===== src/rtl/nexys_starship_pkg.sv =====
// Shared definitions for the Nexys Starship monster logic: state encodings,
// slot numbering and a small popcount helper.
package nexys_starship_pkg;

  typedef enum logic [2:0] {
    ST_INIT = 3'b001,
    ST_PLAY = 3'b010,
    ST_OVER = 3'b100
  } state_t;

  localparam int NUM_SLOTS = 4;

  typedef enum logic [1:0] {
    SLOT_TOP    = 2'd0,
    SLOT_BOTTOM = 2'd1,
    SLOT_LEFT   = 2'd2,
    SLOT_RIGHT  = 2'd3
  } slot_t;

  function automatic logic [2:0] popcount4(input logic [3:0] v);
    popcount4 = 3'(v[0]) + 3'(v[1]) + 3'(v[2]) + 3'(v[3]);
  endfunction

endpackage


===== src/rtl/nexys_starship_lfsr16.sv =====
// Free-running 16-bit Fibonacci LFSR (taps 16,14,13,11) used as the spawn
// randomness source.
module nexys_starship_lfsr16 #(
  parameter logic [15:0] SEED = 16'hACE1
) (
  input  logic        Clk,
  input  logic        Reset,
  output logic [15:0] lfsr_state
);

  logic [15:0] lfsr_reg;

  always_ff @(posedge Clk or posedge Reset) begin
    if (Reset) begin
      lfsr_reg <= SEED;
    end else begin
      lfsr_reg <= {lfsr_reg[14:0], lfsr_reg[15] ^ lfsr_reg[13] ^ lfsr_reg[12] ^ lfsr_reg[10]};
    end
  end

  assign lfsr_state = lfsr_reg;

endmodule


===== src/rtl/nexys_starship_monster_scheduler.sv =====
// Central monster controller: spawns monsters into free slots, runs per-slot
// attack timers, clears slots on hits and ends the game on timer expiry.
module nexys_starship_monster_scheduler
  import nexys_starship_pkg::*;
#(
  parameter int          SPAWN_MIN        = 8,
  parameter int          SPAWN_RANGE_BITS = 3,
  parameter int          ATTACK_TICKS     = 40,
  parameter int          MAX_ACTIVE       = 3,
  parameter logic [15:0] LFSR_SEED        = 16'hACE1
) (
  input  logic        Clk,
  input  logic        Reset,
  input  logic        tick,
  input  logic        play_flag,
  input  logic        restart,
  input  logic [3:0]  shoot_hit,
  output logic [3:0]  spawn_pulse,
  output logic [3:0]  monster_active,
  output logic        game_over,
  output logic [15:0] kill_count,
  output logic        q_Init,
  output logic        q_Play,
  output logic        q_Over
);

  localparam int SPAWN_W = $clog2(SPAWN_MIN + (1 << SPAWN_RANGE_BITS)) + 1;
  localparam int ATK_W   = $clog2(ATTACK_TICKS + 1) + 1;

  state_t                state_reg, state_next;
  logic [SPAWN_W-1:0]    spawn_cnt_reg, spawn_cnt_next;
  logic [ATK_W-1:0]      atk_cnt_reg [NUM_SLOTS];
  logic [ATK_W-1:0]      atk_cnt_next [NUM_SLOTS];
  logic [ATK_W-1:0]      atk_dec [NUM_SLOTS];
  logic [NUM_SLOTS-1:0]  active_reg, active_next;
  logic [NUM_SLOTS-1:0]  pulse_reg, pulse_next;
  logic [15:0]           kill_reg, kill_next;
  logic [NUM_SLOTS-1:0]  hit_valid, expire;
  logic [NUM_SLOTS:0]    free_slot;
  logic                  can_spawn;
  logic [16:0]           kill_sum;
  logic [SPAWN_W-1:0]    spawn_reload;
  logic [15:0]           lfsr;
  logic                  lfsr_unused;

  nexys_starship_lfsr16 #(.SEED(LFSR_SEED)) u_lfsr (
    .Clk        (Clk),
    .Reset      (Reset),
    .lfsr_state (lfsr)
  );

  // Returns {found, one-hot slot}: first free slot scanning upward from start.
  function automatic logic [NUM_SLOTS:0] find_free(input logic [NUM_SLOTS-1:0] act,
                                                   input logic [1:0] start);
    logic [NUM_SLOTS:0] res;
    slot_t              idx;
    res = '0;
    for (int k = NUM_SLOTS - 1; k >= 0; k--) begin
      idx = slot_t'(start + 2'(k));
      if (!act[idx]) begin
        res            = '0;
        res[NUM_SLOTS] = 1'b1;
        res[idx]       = 1'b1;
      end
    end
    return res;
  endfunction

  genvar gi;
  generate
    for (gi = 0; gi < NUM_SLOTS; gi++) begin : g_slot
      assign hit_valid[gi] = shoot_hit[gi] & active_reg[gi];
      // A hit in the same cycle outranks an expiring timer on that slot.
      assign expire[gi]    = active_reg[gi] & ~hit_valid[gi] & (atk_cnt_reg[gi] == '0);
      assign atk_dec[gi]   = (atk_cnt_reg[gi] == '0) ? atk_cnt_reg[gi] : atk_cnt_reg[gi] - 1'b1;
    end
  endgenerate

  assign free_slot    = find_free(active_reg, lfsr[1:0]);
  assign can_spawn    = free_slot[NUM_SLOTS] && (int'(popcount4(active_reg)) < MAX_ACTIVE);
  assign kill_sum     = {1'b0, kill_reg} + 17'(popcount4(hit_valid));
  assign spawn_reload = SPAWN_W'(SPAWN_MIN) + SPAWN_W'(lfsr[SPAWN_RANGE_BITS+1:2]);
  assign lfsr_unused  = ^lfsr[15:SPAWN_RANGE_BITS+2];

  always_comb begin
    state_next     = state_reg;
    spawn_cnt_next = spawn_cnt_reg;
    active_next    = active_reg;
    pulse_next     = '0;
    kill_next      = kill_reg;
    for (int i = 0; i < NUM_SLOTS; i++) atk_cnt_next[i] = atk_cnt_reg[i];

    case (state_reg)
      ST_INIT: begin
        active_next = '0;
        kill_next   = '0;
        for (int i = 0; i < NUM_SLOTS; i++) atk_cnt_next[i] = '0;
        if (play_flag) begin
          state_next     = ST_PLAY;
          spawn_cnt_next = SPAWN_W'(SPAWN_MIN);
        end
      end
      ST_PLAY: begin
        active_next = active_reg & ~hit_valid;
        kill_next   = kill_sum[16] ? 16'hFFFF : kill_sum[15:0];
        if (tick) begin
          for (int i = 0; i < NUM_SLOTS; i++) begin
            if (active_reg[i] && !hit_valid[i]) atk_cnt_next[i] = atk_dec[i];
          end
          if (spawn_cnt_reg != '0) begin
            spawn_cnt_next = spawn_cnt_reg - 1'b1;
          end else begin
            if (can_spawn) begin
              pulse_next  = free_slot[NUM_SLOTS-1:0];
              active_next = active_next | free_slot[NUM_SLOTS-1:0];
              for (int i = 0; i < NUM_SLOTS; i++) begin
                if (free_slot[i]) atk_cnt_next[i] = ATK_W'(ATTACK_TICKS);
              end
            end
            spawn_cnt_next = spawn_reload;
          end
          if (|expire) state_next = ST_OVER;
        end
      end
      ST_OVER: begin
        if (restart) begin
          state_next  = ST_INIT;
          active_next = '0;
          kill_next   = '0;
          for (int i = 0; i < NUM_SLOTS; i++) atk_cnt_next[i] = '0;
        end
      end
      default: state_next = ST_INIT;
    endcase
  end

  always_ff @(posedge Clk or posedge Reset) begin
    if (Reset) begin
      state_reg     <= ST_INIT;
      spawn_cnt_reg <= '0;
      active_reg    <= '0;
      pulse_reg     <= '0;
      kill_reg      <= '0;
      for (int i = 0; i < NUM_SLOTS; i++) atk_cnt_reg[i] <= '0;
    end else begin
      state_reg     <= state_next;
      spawn_cnt_reg <= spawn_cnt_next;
      active_reg    <= active_next;
      pulse_reg     <= pulse_next;
      kill_reg      <= kill_next;
      for (int i = 0; i < NUM_SLOTS; i++) atk_cnt_reg[i] <= atk_cnt_next[i];
    end
  end

  assign spawn_pulse    = pulse_reg;
  assign monster_active = active_reg;
  assign kill_count     = kill_reg;
  assign q_Init         = state_reg[0];
  assign q_Play         = state_reg[1];
  assign q_Over         = state_reg[2];
  assign game_over      = state_reg[2];

endmodule


===== config.mk =====
export PLATFORM = sky130hd
export DESIGN_NAME = nexys_starship_monster_scheduler
export DESIGN_NICKNAME = d
export VERILOG_FILES = /design/src/rtl/nexys_starship_pkg.sv /design/src/rtl/nexys_starship_lfsr16.sv /design/src/rtl/nexys_starship_monster_scheduler.sv
export SDC_FILE = /design/constraint.sdc
export NUM_CORES = 1
export LEC_CHECK = 0
export ABC_AREA = 0
export BUFFER_PORTS_ARGS = -buffer_cell sky130_fd_sc_hd__buf_2
export CORE_ASPECT_RATIO = 0.8
export CORE_MARGIN = 2
export CORE_UTILIZATION = 48
export DETAILED_ROUTE_END_ITERATION = 16
export PLACE_DENSITY = 0.7
export SKIP_LAST_GASP = 1
export SYNTH_ARGS = -nofsm -noshare
export SYNTH_HDL_FRONTEND = slang
export SYNTH_SLANG_ARGS = --single-unit

===== constraint.sdc =====
create_clock -name Clk -period 4 [get_ports Clk]
set_input_delay 0.6 -clock Clk [delete_from_list [all_inputs] [get_ports Clk]]
set_output_delay 0.6 -clock Clk [all_outputs]
set_load 0.01 [all_outputs]

### After elaboration in Yosys (flattened, before gate mapping)

Index checks and enable logic that the tools add are counted.

* memory bits (read-only): 0
* input port bits: 9
* memories kept: 0
* bits in writable memories: 0
* register bits: 76
* latch bits: 0

* $add $sub $neg: 16
* order comparisons: 13
* multiply operators: 0
* shift operators: 0
* multiplexer cells: 58
* eq/ne operators: 7
* bitwise operators: 22
* reductions and logical operators: 25
* divide/modulo/power cells: 0

Operators by type and width (number)
* $mux W28: 4
* $mux W7: 12
* $pmux W28 S3: 1
* $pmux W16 S3: 1
* $mux W5: 7
* $mux W16: 2
* $mux W4: 8
* $logic_not A7 Y1: 4
* $sub A7 B1 Y7 const B: 4
* $add A16 B3 Y17: 1
* $lt A2 B4 Y1 const B: 4
* $and A1 B1 Y1: 12
* $lt A2 B3 Y1 const B: 4
* $mux W3: 4
* $pmux W4 S3: 1
* $pmux W5 S2: 1
* $logic_and A1 B1 Y1: 9
* $pmux W3 S3: 1
* $bmux W1 S2: 4
* $demux W1 S2: 4
* $ge A2 B1 Y1 const B: 4
* $mux W1: 8
* $ne A2 B2 Y1 const B: 4
* $add A2 B1 Y3: 2
* 23 further kinds: 35

### Logic depth before layout (Yosys ltp)

Gate-level depths: netlist of run 1.

* word-level depth: 14
* depth in mapped cells: 12
* depth with buffers taken out: 11

### Cells and area by module

A second synthesis of run 1 with hierarchy kept.

* cells, all modules: 502
* area, all modules: 4595.7 um^2

Modules (own cells, without submodules)
* nexys_starship_monster_scheduler: cells each 482, seq. area each 1502.7 um^2, instances 1, area an instance 4155.2 um^2
* nexys_starship_lfsr16: cells each 20, seq. area each 410.4 um^2, instances 1, area an instance 440.4 um^2

### Least setup slack after synthesis of run 1

Ideal clock, no wire load.

* path type: reg-to-reg
* from: register active_reg[0], in the netlist monster_active[0]
* to: register kill_reg[4], in the netlist kill_count[4]
* period minus slack after synthesis: 3.280 ns
* stages on the path, launching flop included: 12
* path buffers: 1
* arrival time: 3.212 ns
* path slack: 0.720 ns
* path through: dfrtp_1 -> clkbuf_1 -> nand2_1 -> fa_1 -> fa_1 -> inv_1 -> fa_1 -> and3_1 -> nand3_1 -> nor4_1 -> o21ai_0 -> nand2_1

* longest elaborated chain between the ends: 7

Ends and longest elaborated chain
* start, declared: RTL line nexys_starship_monster_scheduler.sv:35 `logic [NUM_SLOTS-1:0] active_reg, active_next;`
* start signal, assigned: RTL line nexys_starship_monster_scheduler.sv:148 `active_reg <= active_next;`
* $and A1 B1 Y1: RTL line nexys_starship_monster_scheduler.sv:72 `assign hit_valid[gi] = shoot_hit[gi] & active_reg[gi];`
* $add A1 B1 Y2: RTL line nexys_starship_pkg.sv:21 `popcount4 = 3'(v[0]) + 3'(v[1]) + 3'(v[2]) + 3'(v[3]);`
* $add A2 B1 Y3: RTL line nexys_starship_pkg.sv:21
* $add A3 B1 Y3: RTL line nexys_starship_pkg.sv:21
* $add A16 B3 Y17: RTL line nexys_starship_monster_scheduler.sv:81 `assign kill_sum = {1'b0, kill_reg} + 17'(popcount4(hit_valid));`
* $mux W16: RTL line nexys_starship_monster_scheduler.sv:105 `kill_next = kill_sum[16] ? 16'hFFFF : kill_sum[15:0];`
* $pmux W16 S3: RTL line nexys_starship_monster_scheduler.sv:93 `case (state_reg)`
* end signal, assigned: RTL line nexys_starship_monster_scheduler.sv:150 `kill_reg <= kill_next;`
* end, declared: RTL line nexys_starship_monster_scheduler.sv:37 `logic [15:0] kill_reg, kill_next;`

No other way between the ends.
A chain may end at the register's enable or synchronous reset.

### Final worst setup path of run 1

* from: register active_reg[2], in the netlist monster_active[2]
* to: register kill_reg[13], in the netlist kill_count[13]

* longest elaborated chain between the ends: 6

Ends and longest elaborated chain (RTL line)
* $and A1 B1 Y1: nexys_starship_monster_scheduler.sv:72
* $add A2 B1 Y3: nexys_starship_pkg.sv:21
* $add A3 B1 Y3: nexys_starship_pkg.sv:21
* $add A16 B3 Y17: nexys_starship_monster_scheduler.sv:81
* $mux W16: nexys_starship_monster_scheduler.sv:105
* $pmux W16 S3: nexys_starship_monster_scheduler.sv:93

No other way between the ends.

==> results of run 1 <==
metal layers:
layer / vias up / part of all wire (%) / track usage [%]
met4: 0 / 1.7 / 7.51
li1: 1813 / - / -
met1: 1830 / 48 / 30.5
met2: 114 / 46 / 32.6
met3: 16 / 4.5 / 3.64
met5: - / 0 / 0
cell type report:
class                      instances  area [µm²]  area share (%)
timing repair buffer              40         210            4.16
tap                              115         144            2.85
clock inverter                     4        47.5           0.942
multi-input combinational        359        2360            46.8
inverter                          31         116            2.30
clock buffer                      12         256            5.08
sequential                        76        1910            37.9
Yosys cell counts (4+ instances only):
| cell | n | share of area, % |
|---|---|---|
| fa_1 | 4 | 1.8 |
| o21a_1 | 5 | 0.84 |
| clkbuf_1 | 14 | 1.2 |
| or2_2 | 8 | 1.1 |
| mux4_2 | 5 | 2.5 |
| inv_1 | 31 | 2.6 |
| and2_1 | 4 | 0.56 |
| nor3b_1 | 4 | 0.68 |
| dfstp_2 | 9 | 5.3 |
| nor3_1 | 10 | 1.1 |
| nand4_1 | 7 | 0.98 |
| o21ai_0 | 46 | 5.2 |
| nand2_1 | 54 | 4.6 |
| o22ai_1 | 7 | 0.98 |
| dfrtp_1 | 67 | 38 |
| mux2i_1 | 6 | 1.4 |
| a21o_1 | 8 | 1.4 |
| a21oi_1 | 25 | 2.8 |
| ha_1 | 19 | 5.3 |
| xnor2_1 | 5 | 0.98 |
| a31oi_1 | 6 | 0.84 |
| nor4_1 | 9 | 1.3 |
| a32oi_1 | 6 | 1.2 |
| nand2b_1 | 10 | 1.4 |
| nand3_1 | 17 | 1.9 |
| xor2_1 | 4 | 0.79 |
| nand3b_1 | 6 | 1.0 |
| a22o_1 | 5 | 0.98 |
| nor2_1 | 35 | 3.0 |
power breakdown:
group          switching [mW]  leakage (nW)  internal (mW)  total [mW]
clock network           0.308         0.149          0.515       0.823
logic                   0.439          1.20          0.221       0.661
registers              0.0669          1.02          0.807       0.874
path summary, 6_finish.rpt:
kind	start	end	slack (ns)	cells after the start
worst min-delay path	u_lfsr.lfsr_state[9]	u_lfsr.lfsr_state[10]	0.35	0
worst max register to register	monster_active[2]	kill_count[13]	0.60	11
worst min register to register	u_lfsr.lfsr_state[9]	u_lfsr.lfsr_state[10]	0.35	0
max in group asynchronous	Reset	u_lfsr.lfsr_state[0]	2.61	3
worst max-delay path	monster_active[2]	kill_count[13]	0.60	11
min in group asynchronous	Reset	spawn_pulse[0]	0.37	2
per-stage QoR:
step | worst slack, ns | hold WS, ns | area [µm²] | total power, mW
6_report | 0.598 | 0.350 | 5050 | 2.36
5_1_grt | 0.190 | 0.361 | 5050 | 2.49
4_1_cts | 0.624 | 0.353 | 5050 | 2.37
3_5_place_dp | 0.481 | 0.339 | 4750 | 1.54
3_3_place_gp | 0.666 | 0.332 | 4750 | 1.53
2_1_floorplan | 0.720 | 0.331 | 4450 | 1.36
cell families (layout without fill, tap and decap cells):
group           Yosys count  in the layout
mux                      11             11
simple gates            186            186
buf+inv                  46             87
xor+xnor                  9              9
compound gates          130            130
fa+ha+maj                23             23
flops                    76             76
==> impl_metrics.tcl, run 1 <==
set metrics [dict create \
    nNetsFinal 549 \
    cts-root-buf "clkbuf_16" \
    synth_cell_types 59 \
    wirelength_mm 10.2 \
    timing.max_slew.rel_slack_pct 40.1 \
    cts_resized 0 \
    dp_hpwl_mm 7.29 \
    synth_seq_cells 76 \
    grt_pass1_wl_mm 17.2 \
    finalHoldViolCount 0 \
    port_buffers 36 \
    initial_core_util_pct 49.2 \
    first_pass_iters 4 \
    drt_iter0_drc 248 \
    clock_path_buffers 2 \
    h-tree-depth 3 \
    io_pins 37 \
    critPathSlowestCell "nor4_1" \
    mostFrequentLayoutCells "dfrtp_1, nand2_1, o21ai_0" \
    track_usage_pct 21.2 \
    std_cell_rows 31 \
    ys.flop_type "dfrtp_1" \
    die_h_um 90.1 \
    seq_area_frac_synth_pct 43.0 \
    slew_viol_final 0 \
    post_cts_buffers 0 \
    nFillCells 789 \
    synthArstFlopShare_pct 100 \
    vias 3773 \
    cts_buffers 9 \
    maxCapViolCount 0 \
    core_mm2 0.00904 \
    drcViolationCount 0 \
    finalSetupTns_ns 0 \
    synth_edf_count 0 \
    die_area_mm2 0.0101 \
    drt-vias-per-instance 5.92 \
    instances_no_fill 637 \
    post-route-period-util_pct 85.1 \
    cp.required_ns 4.25 \
    crit_family "adder cells" \
    rsz0062_at_grt "no" \
    powerDensity_mw_per_mm2 467 \
    synth_area_mm2 0.00445 \
    synth_xor_area_share_pct 1.77 \
    max_stage_delay_ns 0.56 \
    setup_viol 0 \
    holdBufCountCts 0 \
    drive_gt1_share_pct 16.1 \
    endpoint_kind "register" \
    grt_max_degree 46 \
    peakVddDrop_v 0.000503 \
    area_growth_pct 13.6 \
    synth_compound_area_share_pct 18.4 \
    clk_pin_slew_ns 0.06 \
    routedWlPerCell_um 16.0 \
    syn_area_per_cell_um2 9.24 \
    ys_warn_count 0 \
    clock.fmax_ghz 0.294 \
    syn-num-nets 513 \
    die_w_um 112 \
    synth.area.mux_share_pct 3.88 \
    crit_chain "nand2_1, fa_1, fa_1, inv_1, fa_1, and3_1, nand3_1, nor4_1, buf_4, a21oi_1, o21ai_0" \
    hold_class "reg -> reg" \
    ant_nets 0 \
    worst_slew_pin_slew_ns 0.890 \
    fin_worst_skew_ns 0.00558 \
    dp_cells 621 \
    final_common_cell "dfrtp_1" \
    p_leak_nw 2.36 \
    diodes 0 \
    synthAdderAreaFrac_pct 7.15 \
    status "finished, final reports clean" \
    cts_tree "yes" \
    gp_congestion 0.889 \
    synth_simple_gate_area_share_pct 21.8 \
    clock_latency_ns 0.33 \
    fin_crit_ns 3.40 \
    largest_reg_flops 28 \
    critPathMostFrequentCell "fa_1" \
    critical_path_arrival_ns 3.65 \
    antenna_found_initial 0 \
    finish.utilization_pct 55.9 \
    synthCells 481 \
    path_class "reg -> reg" \
    grt_pass1_vias 3497 \
    cp_max_fo 11 \
    grt.overflow.total 0 \
    synth_top_family_by_area "simple AND/OR/NAND/NOR gates" \
    clock_sinks 76 \
    cp.buffers_inverters 2 \
    startpoint_type "register" \
]
Note: power is estimated with default switching activity, not from simulation.
==> inputs of run 2 (changes only) <==
--- a/config.mk
+++ b/config.mk
@@ -12,6 +12,7 @@
 export CORE_UTILIZATION = 48
 export DETAILED_ROUTE_END_ITERATION = 16
 export PLACE_DENSITY = 0.7
+export RECOVER_POWER = 100
 export SKIP_LAST_GASP = 1
 export SYNTH_ARGS = -nofsm -noshare
 export SYNTH_HDL_FRONTEND = slang
==> constraint.sdc (replaced) <==
create_clock -name Clk -period 3.85 [get_ports Clk]
set_input_delay 0.5775 -clock Clk [delete_from_list [all_inputs] [get_ports Clk]]
set_output_delay 0.5775 -clock Clk [all_outputs]
set_load 0.01 [all_outputs]
==> run 2 against run 1 <==
Against the previous run:
- the flow now finishes with violations (capacitance limit, slew limit)
- worst setup slack lost 0.15 ns
- sequential share of layout area grew 0.47 points
- die area is the same
- sequential cell count is the same
- clock-buffer cell count shrank 3
- critical path type unchanged
- critical endpoint is now kill_count[15]
- largest cell class unchanged
- largest power group unchanged
==> impl_metrics.tcl, run 2 (synthesis results as in run 1) <==
set metrics [dict create \
    status "finished with violations" \
    violations "capacitance limit, slew limit" \
    crit_cells 11 \
    clock_latency_ns 0.35 \
    place_ws_ns 0.363 \
    mostFrequentLayoutCells "dfrtp_1, nand2_1, o21ai_0" \
    drive_gt1_share_pct 9.52 \
    clock_sinks 76 \
    vias 3798 \
    port_buffers 36 \
    grt_max_degree 50 \
    p_leak_nw 2.23 \
    clock.fmax_ghz 0.294 \
    startpoint_type "register" \
    dp_hpwl_mm 7.32 \
    grt_pass1_vias 3525 \
    die_area_mm2 0.0101 \
    cp.required_ns 4.10 \
    powerDensity_mw_per_mm2 480 \
    finish.utilization_pct 55.2 \
    r2r-end "kill_count[15]" \
    cts-root-buf "clkbuf_16" \
    cts_buffers 9 \
    nNetsFinal 552 \
    first_pass_iters 5 \
    crit_family "adder cells" \
    reg2reg_slack_ns 0.45 \
    p_total_mw 2.39 \
    critPathMostFrequentCell "fa_1" \
    diodes 0 \
    die_w_um 112 \
    grt.overflow.total 0 \
    h-tree-depth 3 \
    cts_tree "yes" \
    area_growth_pct 12.2 \
    gp_congestion 0.882 \
    finalHoldViolCount 0 \
    ant_nets 0 \
    fin_crit_ns 3.40 \
    critical_path_arrival_ns 3.66 \
    wirelength_mm 10.4 \
    drcViolationCount 0 \
    drt_iter0_drc 198 \
    initial_core_util_pct 49.2 \
    cp.buffers_inverters 2 \
    fin_worst_skew_ns 0.00735 \
    grt_pass1_wl_mm 17.4 \
    setup_viol 0 \
    antenna_found_initial 0 \
    crit_chain "nand2_1, fa_1, fa_1, inv_1, fa_1, and3_1, nand3_1, nor4_1, buf_4, a21oi_1, o21ai_0" \
    final_common_cell "dfrtp_1" \
    io_pins 37 \
    critPathSlowestCell "dfrtp_1" \
    rsz0062_at_grt "no" \
    track_usage_pct 21.6 \
    timing.max_slew.rel_slack_pct -19.5 \
    nFillCells 828 \
    core_mm2 0.00904 \
    die_h_um 90.1 \
    peakVddDrop_v 0.000405 \
    largest_reg_flops 28 \
    crit_path_end "kill_count[15]" \
    slew_viol_final 50 \
    maxCapViolCount 1 \
    finalSetupTns_ns 0 \
    std_cell_rows 31 \
    endpoint_kind "register" \
    cp_max_fo 11 \
    post_cts_buffers 0 \
    worst_slew_pin_slew_ns 1.79 \
    clock_path_buffers 2 \
    worst_slack_ns 0.446 \
    max_stage_delay_ns 0.54 \
    r2r_cells 11 \
    crit-reg2reg-launch "monster_active[0]" \
    routedWlPerCell_um 16.3 \
    hold_class "reg -> reg" \
    path_class "reg -> reg" \
    clk_pin_slew_ns 0.06 \
    holdBufCountCts 0 \
    worstSetupStartpoint "monster_active[0]" \
    post-route-period-util_pct 88.4 \
    cts_resized 0 \
    drt-vias-per-instance 5.93 \
]
-- run 2: layout make-up --
type | count | area, µm² | area share [%]
Clock inverter | 7 | 58.8 | 1.18
Sequential cell | 76 | 1910 | 38.3
Multi-Input combinational cell | 359 | 2340 | 47.0
Clock buffer | 9 | 225 | 4.51
Timing Repair Buffer | 43 | 189 | 3.79
Tap cell | 115 | 144 | 2.88
Inverter | 31 | 116 | 2.33
-- run 2: per-layer routing --
| metal | track usage (%) | wire [µm] | vias to the layer above |
|---|---|---|---|
| met4 | 5.76 | 108 | 0 |
| met2 | 33.4 | 4770 | 102 |
| met5 | 0 | 0 | - |
| met3 | 5.60 | 548 | 11 |
| met1 | 30.3 | 4980 | 1876 |
| li1 | - | - | 1809 |
-- run 2: how the worst min path moves through the flow --
| stage | start | endpoint | cells past startpoint |
|---|---|---|---|
| 2_1_floorplan | u_lfsr.lfsr_state[8] | u_lfsr.lfsr_state[9] | 0 |
| 4_1_cts | u_lfsr.lfsr_state[8] | u_lfsr.lfsr_state[9] | 0 |
| 3_3_place_gp | u_lfsr.lfsr_state[14] | u_lfsr.lfsr_state[15] | 0 |
| 6_report | u_lfsr.lfsr_state[8] | u_lfsr.lfsr_state[9] | 0 |
| 3_5_place_dp | u_lfsr.lfsr_state[8] | u_lfsr.lfsr_state[9] | 0 |
| 5_1_grt | u_lfsr.lfsr_state[5] | u_lfsr.lfsr_state[6] | 0 |
-- run 2: metrics by stage --
step	std cells	area, µm²	hold slack, ns
finish	640	4990	0.349
global placement	624	4770	0.335
CTS	640	5050	0.350
floorplan	481	4450	0.331
global route	640	4990	0.357
detailed placement	624	4770	0.336
-- run 2: power breakdown --
group / total, mW / internal (mW) / switching [mW]
registers: 0.904 / 0.835 / 0.0686
clock network: 0.808 / 0.444 / 0.364
logic: 0.682 / 0.224 / 0.458
total: 2.39 / 1.50 / 0.890
==> inputs of run 3 (changes only) <==
--- a/config.mk
+++ b/config.mk
@@ -10,9 +10,9 @@
 export CORE_ASPECT_RATIO = 0.8
 export CORE_MARGIN = 2
 export CORE_UTILIZATION = 48
+export CTS_CLUSTER_SIZE = 8
 export DETAILED_ROUTE_END_ITERATION = 16
 export PLACE_DENSITY = 0.7
-export RECOVER_POWER = 100
 export SKIP_LAST_GASP = 1
 export SYNTH_ARGS = -nofsm -noshare
 export SYNTH_HDL_FRONTEND = slang
==> run 3 against run 2 <==
Against the previous run:
- the run now ends clean
- first-iteration DRC count fell by 3.0%
- maximum frequency fell by 0.60%
- worst hold slack barely moved
- sequential share of layout area fell by 0.48 points
- largest cell class unchanged
- via count fell by 0.24%
- utilization rose by 0.71 points
==> impl_metrics.tcl, run 3 (synthesis results as in run 1) <==
set metrics [dict create \
    status "finished, final reports clean" \
    maxCapViolCount 0 \
    die_w_um 112 \
    dp_hpwl_mm 7.32 \
    hold_depth 0 \
    gp_congestion 0.882 \
    clock_path_buffers 2 \
    vias 3789 \
    cts_resized 0 \
    io_pins 37 \
    initial_core_util_pct 49.2 \
    die_area_mm2 0.0101 \
    cts-root-buf "clkbuf_16" \
    fin_crit_ns 3.42 \
    final_common_cell "dfrtp_1" \
    largest_reg_flops 28 \
    p_leak_nw 2.36 \
    diodes 0 \
    wirelength_mm 10.4 \
    slew_viol_final 0 \
    h-tree-depth 3 \
    mostFrequentLayoutCells "dfrtp_1, nand2_1, o21ai_0" \
    track_usage_pct 21.6 \
    port_buffers 36 \
    cp.required_ns 4.07 \
    grt_pass1_wl_mm 17.4 \
    routedWlPerCell_um 16.3 \
    nNetsFinal 552 \
    rsz0062_at_grt "no" \
    powerDensity_mw_per_mm2 477 \
    endpoint_kind "register" \
    grt.overflow.total 0 \
    clock_sinks 76 \
    first_pass_iters 4 \
    fin_worst_skew_ns 0.00682 \
    peakVddDrop_v 0.000407 \
    setup_viol 0 \
    drt_iter0_drc 192 \
    post-route-period-util_pct 89.0 \
    antenna_found_initial 0 \
    finalHoldViolCount 0 \
    drive_gt1_share_pct 16.8 \
    path_class "reg -> reg" \
    critical_path_arrival_ns 3.65 \
    worst_slew_pin_slew_ns 1.00 \
    clk_pin_slew_ns 0.06 \
    cts_tree "yes" \
    startpoint_type "register" \
    finalSetupTns_ns 0 \
    core_mm2 0.00904 \
    grt_pass1_vias 3525 \
    r2r_cells 10 \
    die_h_um 90.1 \
    timing.max_slew.rel_slack_pct 33.1 \
    clock.fmax_ghz 0.292 \
    grt_max_degree 50 \
    hold_class "reg -> reg" \
    drt-vias-per-instance 5.92 \
    holdBufCountCts 0 \
    post_cts_buffers 0 \
    clock_latency_ns 0.35 \
    area_growth_pct 13.6 \
    std_cell_rows 31 \
    p_total_mw 2.41 \
    cts_buffers 9 \
    ant_nets 0 \
    drcViolationCount 0 \
    cp_max_fo 10 \
]
run 3: cell count changes in the layout (fill, tap and decap cells not counted), moves of 3 or more:
cell,change
dfstp_1,-4
clkbuf_1,-29
buf_2,+26
dfstp_2,+4
buf_4,+3
run 3: critical path: stages (launching register included):
cell and delay, ns:
dfrtp_1 0.54, inv_1 0.16, fa_1 0.52, inv_1 0.04
ha_1 0.17, ha_1 0.29, a21o_1 0.18, nor4b_2 0.64
a32oi_1 0.26, a31oi_1 0.40, nor2_1 0.09
run 3: area by class of cell:
type	count	area (µm²)
sequential	76	1910
multi-input combinational	359	2360
tap	115	144
clock inverter	7	58.8
inverter	31	116
clock buffer	9	225
fill	802	3990
timing repair buffer	43	233
run 3: metrics by stage:
step	util (%)	instances	hold slack [ns]	instance area (µm²)	setup slack, ns
floorplan	-	481	0.331	4450	0.570
global placement	52.8	624	0.335	4770	0.546
detailed placement	52.8	624	0.336	4770	0.363
CTS	55.9	640	0.350	5050	0.459
global route	55.9	640	0.357	5050	0.148
finish	55.9	640	0.349	5050	0.425
run 3: final timing paths:
| check | from | to | slack [ns] |
|---|---|---|---|
| max in group asynchronous | Reset | state_reg[0] | 2.52 |
| hold / removal | u_lfsr.lfsr_state[8] | u_lfsr.lfsr_state[9] | 0.35 |
| setup reg to reg | monster_active[1] | atk_cnt_reg[18] | 0.43 |
| min in group asynchronous | Reset | spawn_pulse[0] | 0.46 |
| hold reg to reg | u_lfsr.lfsr_state[8] | u_lfsr.lfsr_state[9] | 0.35 |
| setup / recovery | monster_active[1] | atk_cnt_reg[18] | 0.43 |
run 3: layer usage:
metal	vias to the layer above	global-route usage, %	part of all wire, %
met5	-	0	0
met4	0	5.76	1.1
met3	13	5.60	5.5
met2	111	33.4	45
met1	1853	30.3	48
li1	1812	-	-
run 3: power breakdown:
part / internal, mW / leakage [nW] / switching (mW)
clock: 0.444 / 0.133 / 0.368
sequential: 0.838 / 1.02 / 0.0694
combinational: 0.233 / 1.21 / 0.459
total: 1.51 / 2.36 / 0.897
